--- config.mk ---
export PLATFORM = sky130hd
export DESIGN_NAME = uart_rx_flat
export DESIGN_NICKNAME = d
export VERILOG_FILES = /design/src/rtl/uart_pkg.sv /design/src/rtl/uart_rx_if.sv /design/src/rtl/uart_rx_sync.sv /design/src/rtl/uart_rx.sv /design/src/flat_wrapper.sv
export SDC_FILE = /design/constraint.sdc
export NUM_CORES = 1
export LEC_CHECK = 0
export ABC_AREA = 1
export ABC_CLOCK_PERIOD_IN_PS = 2310
export CAP_MARGIN = 10
export CORE_UTILIZATION = 55
export CTS_BUF_LIST = sky130_fd_sc_hd__clkbuf_16
export DETAILED_ROUTE_END_ITERATION = 8
export PLACE_DENSITY = 0.79
export SLEW_MARGIN = 20
export SYNTH_ARGS = -nofsm -noshare
export SYNTH_HDL_FRONTEND = slang
export SYNTH_SLANG_ARGS = --single-unit
--- constraint.sdc ---
create_clock -name clk_50m -period 2.31 [get_ports clk_50m]
set_clock_uncertainty 0.1 [all_clocks]
set_input_delay 0.462 -clock clk_50m [delete_from_list [all_inputs] [get_ports clk_50m]]
set_output_delay 0.462 -clock clk_50m [all_outputs]
set_load 0.01 [all_outputs]
--- src/rtl/uart_pkg.sv ---
`default_nettype none
// ============================================================================
// Module      : uart_pkg
// Description : Shared types and constants for the 16x-oversampled UART
//               receiver: receiver FSM state encoding and oversampling
//               tick positions.
// Revision    : 1.0 - initial release
// ============================================================================
package uart_pkg;

  // Oversampling geometry: 16 ticks per bit; start bit is qualified at its
  // middle, later bits are sampled one full bit period after that point.
  localparam int OVERSAMPLE        = 16;
  localparam int MID_TICK          = 7;
  localparam int LAST_TICK         = 15;
  localparam int DEFAULT_DATA_BITS = 8;

  typedef enum logic [2:0] {
    IDLE   = 3'd0,
    START  = 3'd1,
    DATA   = 3'd2,
    PARITY = 3'd3,
    STOP   = 3'd4,
    BREAK  = 3'd5
  } rx_state_t;

endpackage : uart_pkg
`default_nettype wire

--- src/rtl/uart_rx_if.sv ---
`default_nettype none
// ============================================================================
// Module      : uart_rx_if
// Description : Receive-side handshake bundle between uart_rx and its
//               consumer (command parser).
//   rx_data     : received word, stable while rx_valid=1
//   rx_valid    : holding register full
//   rx_ready    : consumer accepts rx_data when rx_valid && rx_ready
//   framing_err : one-cycle pulse, stop bit sampled low
//   overrun_err : one-cycle pulse, completed word dropped (holding reg full)
//   parity_err  : one-cycle pulse, parity mismatch (0 unless parity built in)
//   Modports    : master = receiver side, slave = consumer side
// Revision    : 1.0 - initial release
// ============================================================================
interface uart_rx_if
  import uart_pkg::*;
#(
  parameter int DATA_BITS = DEFAULT_DATA_BITS
);

  logic [DATA_BITS-1:0] rx_data;
  logic                 rx_valid;
  logic                 rx_ready;
  logic                 framing_err;
  logic                 overrun_err;
  logic                 parity_err;

  modport master (
    output rx_data,
    output rx_valid,
    output framing_err,
    output overrun_err,
    output parity_err,
    input  rx_ready
  );

  modport slave (
    input  rx_data,
    input  rx_valid,
    input  framing_err,
    input  overrun_err,
    input  parity_err,
    output rx_ready
  );

endinterface : uart_rx_if
`default_nettype wire

--- src/rtl/uart_rx_sync.sv ---
`default_nettype none
// ============================================================================
// Module      : uart_rx_sync
// Description : Two-flop synchroniser for a single asynchronous input.
//               Reset value is a parameter so idle-high lines do not show
//               a false edge coming out of reset.
//   clk       : destination clock
//   rst       : synchronous active-high reset
//   async_i   : asynchronous input
//   sync_o    : synchronised output (2 clocks of latency)
// Revision    : 1.0 - initial release
// ============================================================================
module uart_rx_sync #(
  parameter logic RESET_VAL = 1'b1
) (
  input  wire  clk,
  input  wire  rst,
  input  wire  async_i,
  output logic sync_o
);

  logic meta_q;
  logic sync_q;

  always_ff @(posedge clk) begin
    if (rst) begin
      meta_q <= RESET_VAL;
      sync_q <= RESET_VAL;
    end else begin
      meta_q <= async_i;
      sync_q <= meta_q;
    end
  end

  assign sync_o = sync_q;

endmodule : uart_rx_sync
`default_nettype wire

--- src/rtl/uart_rx.sv ---
`default_nettype none
// ============================================================================
// Module      : uart_rx
// Description : 16x-oversampled UART receiver. Deserialises LSB-first frames
//               from the asynchronous rx pin into a one-entry holding
//               register read through a valid/ready handshake; reports
//               framing, overrun and (optionally) parity errors.
//   clk_50m   : system clock
//   rst       : synchronous active-high reset
//   rxclk_en  : 16x oversample tick (one-cycle pulse)
//   rx        : asynchronous serial line, idle high
//   rx_if     : uart_rx_if.master (rx_data/rx_valid/rx_ready + error pulses)
//   Build option: define UART_RX_PARITY_EN to add a parity bit between the
//               data bits and the stop bit (sense set by PARITY_ODD).
// Revision    : 1.0 - initial release
// ============================================================================
module uart_rx
  import uart_pkg::*;
#(
  parameter int DATA_BITS  = DEFAULT_DATA_BITS,
  parameter int PARITY_ODD = 0
) (
  input  wire       clk_50m,
  input  wire       rst,
  input  wire       rxclk_en,
  input  wire       rx,
  uart_rx_if.master rx_if
);

  localparam int TCW = $clog2(OVERSAMPLE);
  localparam int BCW = $clog2(DATA_BITS);

  if (DATA_BITS < 5 || DATA_BITS > 8 || PARITY_ODD < 0 || PARITY_ODD > 1) begin : g_param_check
    $error("uart_rx: DATA_BITS must be 5..8 and PARITY_ODD 0 or 1");
  end

  logic                 rx_s;
  rx_state_t            state_q;
  logic [TCW-1:0]       tick_cnt_q;
  logic [BCW-1:0]       bit_cnt_q;
  logic [DATA_BITS-1:0] shift_q;
  logic [DATA_BITS-1:0] data_q;
  logic                 valid_q;
  logic                 framing_err_q;
  logic                 overrun_err_q;
  logic                 parity_err_q;

  logic                 w_stop_tick;
  logic                 w_par_bad;
  logic                 w_commit;

  uart_rx_sync #(
    .RESET_VAL (1'b1)
  ) u_rx_sync (
    .clk     (clk_50m),
    .rst     (rst),
    .async_i (rx),
    .sync_o  (rx_s)
  );

  // The stop-bit sampling tick is the single point where a frame resolves:
  // it either commits the word or raises framing/parity errors.
  assign w_stop_tick = rxclk_en && (state_q == STOP) && (tick_cnt_q == TCW'(LAST_TICK));

`ifdef UART_RX_PARITY_EN
  logic par_bit_q;
  assign w_par_bad = ((^shift_q) ^ 1'(PARITY_ODD)) != par_bit_q;
`else
  assign w_par_bad = 1'b0;
`endif

  assign w_commit = w_stop_tick && rx_s && !w_par_bad;

  always_ff @(posedge clk_50m) begin
    if (rst) begin
      state_q       <= IDLE;
      tick_cnt_q    <= '0;
      bit_cnt_q     <= '0;
      shift_q       <= '0;
      data_q        <= '0;
      valid_q       <= 1'b0;
      framing_err_q <= 1'b0;
      overrun_err_q <= 1'b0;
      parity_err_q  <= 1'b0;
`ifdef UART_RX_PARITY_EN
      par_bit_q     <= 1'b0;
`endif
    end else begin
      framing_err_q <= 1'b0;
      overrun_err_q <= 1'b0;
      parity_err_q  <= 1'b0;

      if (rxclk_en) begin
        case (state_q)
          IDLE: begin
            if (!rx_s) begin
              state_q    <= START;
              tick_cnt_q <= '0;
            end
          end

          START: begin
            if (tick_cnt_q == TCW'(MID_TICK)) begin
              // Still low at mid start bit: genuine start. High: glitch.
              tick_cnt_q <= '0;
              if (!rx_s) begin
                state_q   <= DATA;
                bit_cnt_q <= '0;
              end else begin
                state_q   <= IDLE;
              end
            end else begin
              tick_cnt_q <= tick_cnt_q + 1'b1;
            end
          end

          DATA: begin
            tick_cnt_q <= tick_cnt_q + 1'b1;  // wraps 15 -> 0 between bits
            if (tick_cnt_q == TCW'(LAST_TICK)) begin
              // Shift in at the MSB so the first (LSB) bit ends at bit 0.
              shift_q <= {rx_s, shift_q[DATA_BITS-1:1]};
              if (bit_cnt_q == BCW'(DATA_BITS - 1)) begin
`ifdef UART_RX_PARITY_EN
                state_q <= PARITY;
`else
                state_q <= STOP;
`endif
              end else begin
                bit_cnt_q <= bit_cnt_q + 1'b1;
              end
            end
          end

          PARITY: begin
`ifdef UART_RX_PARITY_EN
            tick_cnt_q <= tick_cnt_q + 1'b1;
            if (tick_cnt_q == TCW'(LAST_TICK)) begin
              par_bit_q <= rx_s;
              state_q   <= STOP;
            end
`else
            state_q <= IDLE;
`endif
          end

          STOP: begin
            tick_cnt_q <= tick_cnt_q + 1'b1;
            if (tick_cnt_q == TCW'(LAST_TICK)) begin
              // Leave mid-stop so a back-to-back start edge is not missed.
              if (rx_s) begin
                state_q <= IDLE;
              end else begin
                state_q       <= BREAK;
                framing_err_q <= 1'b1;
              end
              if (w_par_bad) begin
                parity_err_q <= 1'b1;
              end
            end
          end

          BREAK: begin
            // Line must return high before another start can be armed.
            if (rx_s) begin
              state_q <= IDLE;
            end
          end

          default: begin
            state_q <= IDLE;
          end
        endcase
      end

      // Holding register: a commit wins over a plain consume; a commit with
      // a simultaneous consume replaces the word without an overrun.
      if (w_commit) begin
        if (!valid_q || rx_if.rx_ready) begin
          data_q  <= shift_q;
          valid_q <= 1'b1;
        end else begin
          overrun_err_q <= 1'b1;
        end
      end else if (valid_q && rx_if.rx_ready) begin
        valid_q <= 1'b0;
      end
    end
  end

  assign rx_if.rx_data     = data_q;
  assign rx_if.rx_valid    = valid_q;
  assign rx_if.framing_err = framing_err_q;
  assign rx_if.overrun_err = overrun_err_q;
  assign rx_if.parity_err  = parity_err_q;

endmodule : uart_rx
`default_nettype wire
--- src/flat_wrapper.sv ---
// flat-port wrapper written by rule: the top's interface ports become plain ports
module uart_rx_flat import uart_pkg::*;
#(
  parameter int DATA_BITS  = DEFAULT_DATA_BITS,
  parameter int PARITY_ODD = 0
)
  (clk_50m, rst, rxclk_en, rx, rx_if_rx_data, rx_if_rx_valid, rx_if_framing_err, rx_if_overrun_err, rx_if_parity_err, rx_if_rx_ready);
  uart_rx_if #(.DATA_BITS(DATA_BITS)) rx_if_i ();
  input  wire clk_50m;
  input  wire rst;
  input  wire rxclk_en;
  input  wire rx;
  output wire logic [$bits(rx_if_i.rx_data)-1:0] rx_if_rx_data;
  output wire logic [$bits(rx_if_i.rx_valid)-1:0] rx_if_rx_valid;
  output wire logic [$bits(rx_if_i.framing_err)-1:0] rx_if_framing_err;
  output wire logic [$bits(rx_if_i.overrun_err)-1:0] rx_if_overrun_err;
  output wire logic [$bits(rx_if_i.parity_err)-1:0] rx_if_parity_err;
  input wire logic [$bits(rx_if_i.rx_ready)-1:0] rx_if_rx_ready;
  assign rx_if_rx_data = rx_if_i.rx_data;
  assign rx_if_rx_valid = rx_if_i.rx_valid;
  assign rx_if_framing_err = rx_if_i.framing_err;
  assign rx_if_overrun_err = rx_if_i.overrun_err;
  assign rx_if_parity_err = rx_if_i.parity_err;
  assign rx_if_i.rx_ready = rx_if_rx_ready;
  uart_rx #(.DATA_BITS(DATA_BITS), .PARITY_ODD(PARITY_ODD)) u_core (.clk_50m(clk_50m), .rst(rst), .rxclk_en(rxclk_en), .rx(rx), .rx_if(rx_if_i));
endmodule
==> impl_metrics.json <==
{
  "outcome": "finished, final reports clean",
  "portBuffers": 15,
  "hold_start": "u_core.u_rx_sync.meta_q",
  "leakagePower_nw": 0.790,
  "slowest_delay_ps": 560,
  "crit_slowest_cell": "clkdlybuf4s50_1",
  "postRouteWirelength_mm": 3.06,
  "antennaDiodeCount": 0,
  "cts_buffers": 5,
  "drive_gt1_share_pct": 17.2,
  "antenna_found_initial": 0,
  "synth_edf_count": 0,
  "drc": 0,
  "timing.final.crit_share_pct": 75.5,
  "cts.sinks": 31,
  "syn_area_um2": 1460,
  "clk_pin_slew_ps": 50,
  "cellPowerDensity_nw_per_um2": 936,
  "crit_buf_inv": 1,
  "final_nets": 228,
  "insertion_delay_ps": 280,
  "hp-class": "flip-flop to flip-flop",
  "rr_startpoint": "u_core.tick_cnt_q[0]",
  "crit_path_max_fanout": 2,
  "fin_crit_ps": 1740,
  "whs_endpoint": "u_core.u_rx_sync.sync_o",
  "grt_max_degree": 24,
  "ys_warn_count": 0,
  "vias_per_cell": 5.26,
  "fmax_mhz": 573,
  "syn_to_final_growth_pct": 23.8,
  "postCtsSetupRepairBufs": 0,
  "grt_pass1_wl_mm": 4.82,
  "slew_violations": 0,
  "cts_tree": "done",
  "syn_area_per_cell_um2": 7.32,
  "ys_types": 25,
  "cts-resized-gates": 0,
  "arrival_ps": 1180,
  "hold_buffers": 0,
  "cpLargestDelayFamily": "buffers and inverters",
  "htreeDepth": 2,
  "cp_cell_sequence": "clkdlybuf4s50_1",
  "grtUsageTotal_pct": 24.0,
  "cts_max_path_buffers": 2,
  "synthCells": 200,
  "gr-total-overflow": 0,
  "drv_cap": 0,
  "drt-wirelength-per-cell_um": 12.2,
  "vdd_drop_max_v": 0.000710,
  "synth_area_leader_cell": "dfxtp_1",
  "setup_violations": 0,
  "dieHeight_um": 53.6,
  "firstDrtPassIters": 4,
  "coreArea_um2": 2500,
  "num_vias": 1321,
  "final_util_pct": 72.5,
  "root_buffer": "clkbuf_16",
  "worst-r2r-setup-slack_ps": 640,
  "drtIter0Drc": 45,
  "place.detailed.hpwl_mm": 2.14,
  "endpoint_kind": "output pin",
  "gp_congestion": 0.921,
  "required_ps": 1750,
  "synth_ff_type": "dfxtp_1",
  "async_reset_ff_share_pct": 0,
  "pin_count": 17,
  "grt_pass1_vias": 1117,
  "rsz0062_at_grt": "false",
  "syn_nets": 208,
  "synth.most_common_cell": "nor2_1",
  "initial_core_util_pct": 58.6,
  "yosysSeqAreaShare_pct": 42.4,
  "synth_commonest_cells": "46 x nor2_1, 31 x dfxtp_1, 29 x nand2_1, 17 x o21ai_0",
  "path_class": "flip-flop to output pin",
  "r2r_cells": 6,
  "netlist.area_leader.share_pct": 42.4,
  "r2r-end": "u_core.rx_if.rx_data[5]",
  "setup_tns_ps": 0,
  "hold_violations": 0,
  "cp-start-kind": "flip-flop",
  "rows": 18,
  "min_path_cells": 1,
  "synth_area_leaders": "dfxtp_1 42%, nor2_1 12%, nand2_1 7.4%, o21ai_0 5.8%, nand3_1 4.4%",
  "dieArea_um2": 2870,
  "die_x_um": 53.6,
  "synth.ff_latch_count": 31,
  "ant_nets": 0
}
-- cell usage in the layout (no fill, tap or decap), drive strengths merged --
| master | count |
|---|---|
| a21oi | 8 |
| buf | 2 |
| bufinv | 1 |
| clkbuf | 5 |
| clkdlybuf4s50 | 15 |
| clkinv | 3 |
| conb | 1 |
| dfxtp | 31 |
| ha | 3 |
| inv | 19 |
| nand2 | 35 |
| nand3 | 14 |
| nand3b | 1 |
| nand4 | 2 |
| nor2 | 57 |
| nor3 | 1 |
| nor4 | 1 |
| o21ai | 18 |
| or2 | 3 |
| xor2 | 1 |
-- where the power goes --
part	leakage [nW]	internal, W	switching, W
registers	0.251	0.000561	0.0000338
clock network	0.0812	0.000502	0.000229
logic	0.458	0.000125	0.000245
-- kinds of logic after synthesis --
logic type | synth area share, %
other | 0.256
XOR/XNOR | 0.598
AND/OR/NAND/NOR | 38.8
flip-flops | 42.4
adder cells (fa/ha/maj) | 2.56
buffers and inverters | 6.50
AO/OA/AOI/OAI | 8.89
-- per-layer routing --
layer | global-route usage, % | part of all wire [%] | wire length (µm) | vias to the layer above
met5 | 0 | 0 | 0 | -
met4 | 9.21 | 1.4 | 43 | 0
met3 | 7.91 | 4.7 | 145 | 6
met2 | 40.2 | 47 | 1430 | 29
met1 | 28.3 | 47 | 1440 | 610
li1 | - | - | - | 676
-- metrics by stage --
| stage | hold WS, ps | total power (W) | std cells | cell area (µm²) | worst slack [ps] |
|---|---|---|---|---|---|
| 2_1_floorplan | 289 | 0.000898 | 200 | 1460 | 877 |
| 3_3_place_gp | 299 | 0.000953 | 243 | 1650 | 418 |
| 3_5_place_dp | 316 | 0.000973 | 243 | 1650 | 294 |
| 4_1_cts | 332 | 0.00170 | 251 | 1810 | 574 |
| 5_1_grt | 346 | 0.00177 | 251 | 1810 | 472 |
| 6_report | 331 | 0.00170 | 251 | 1810 | 566 |
-- flip-flops by register name, indices dropped and copies added, names as in the netlist --
register / flops
u_core.rx_if.rx_data: 8
u_core.shift_q: 8
u_core.tick_cnt_q: 4
u_core.bit_cnt_q: 3
u_core.state_q: 3
u_core.rx_if.framing_err: 1
u_core.rx_if.overrun_err: 1
u_core.rx_if.rx_valid: 1
u_core.u_rx_sync.meta_q: 1
u_core.u_rx_sync.sync_o: 1
-- layout make-up --
cell class                      instances  area [µm²]
Multi-Input combinational cell        145         748
Fill cell                             187         688
Sequential cell                        31         621
Timing Repair Buffer                   17         165
Clock buffer                            5         125
Inverter                               20        76.3
Clock inverter                          3        38.8
Tap cell                               30        37.5
-- worst register-to-register path: cells and delay by family (launching register included) --
family	cells	cell delay (ps)
AOI/OAI and AO/OA	1	260
DFF	1	380
and+or+nand+nor	3	380
buffers and inverters	1	130
adders and majority gates	1	310
-- worst max path at each step --
stage                                        from                 endpoint  slack, ps  cells after the start
after detailed placement                 rxclk_en  u_core.rx_if.rx_data[5]        290                      6
final                     u_core.rx_if.rx_data[7]         rx_if_rx_data[7]        570                      1
after global placement                   rxclk_en  u_core.rx_if.rx_data[2]        420                      6
after CTS                 u_core.rx_if.rx_data[7]         rx_if_rx_data[7]        570                      1
after floorplan              u_core.tick_cnt_q[0]        u_core.state_q[0]        880                      8
after global routing         u_core.tick_cnt_q[0]     u_core.tick_cnt_q[0]        470                      8
(Power assumes the default switching activity.)
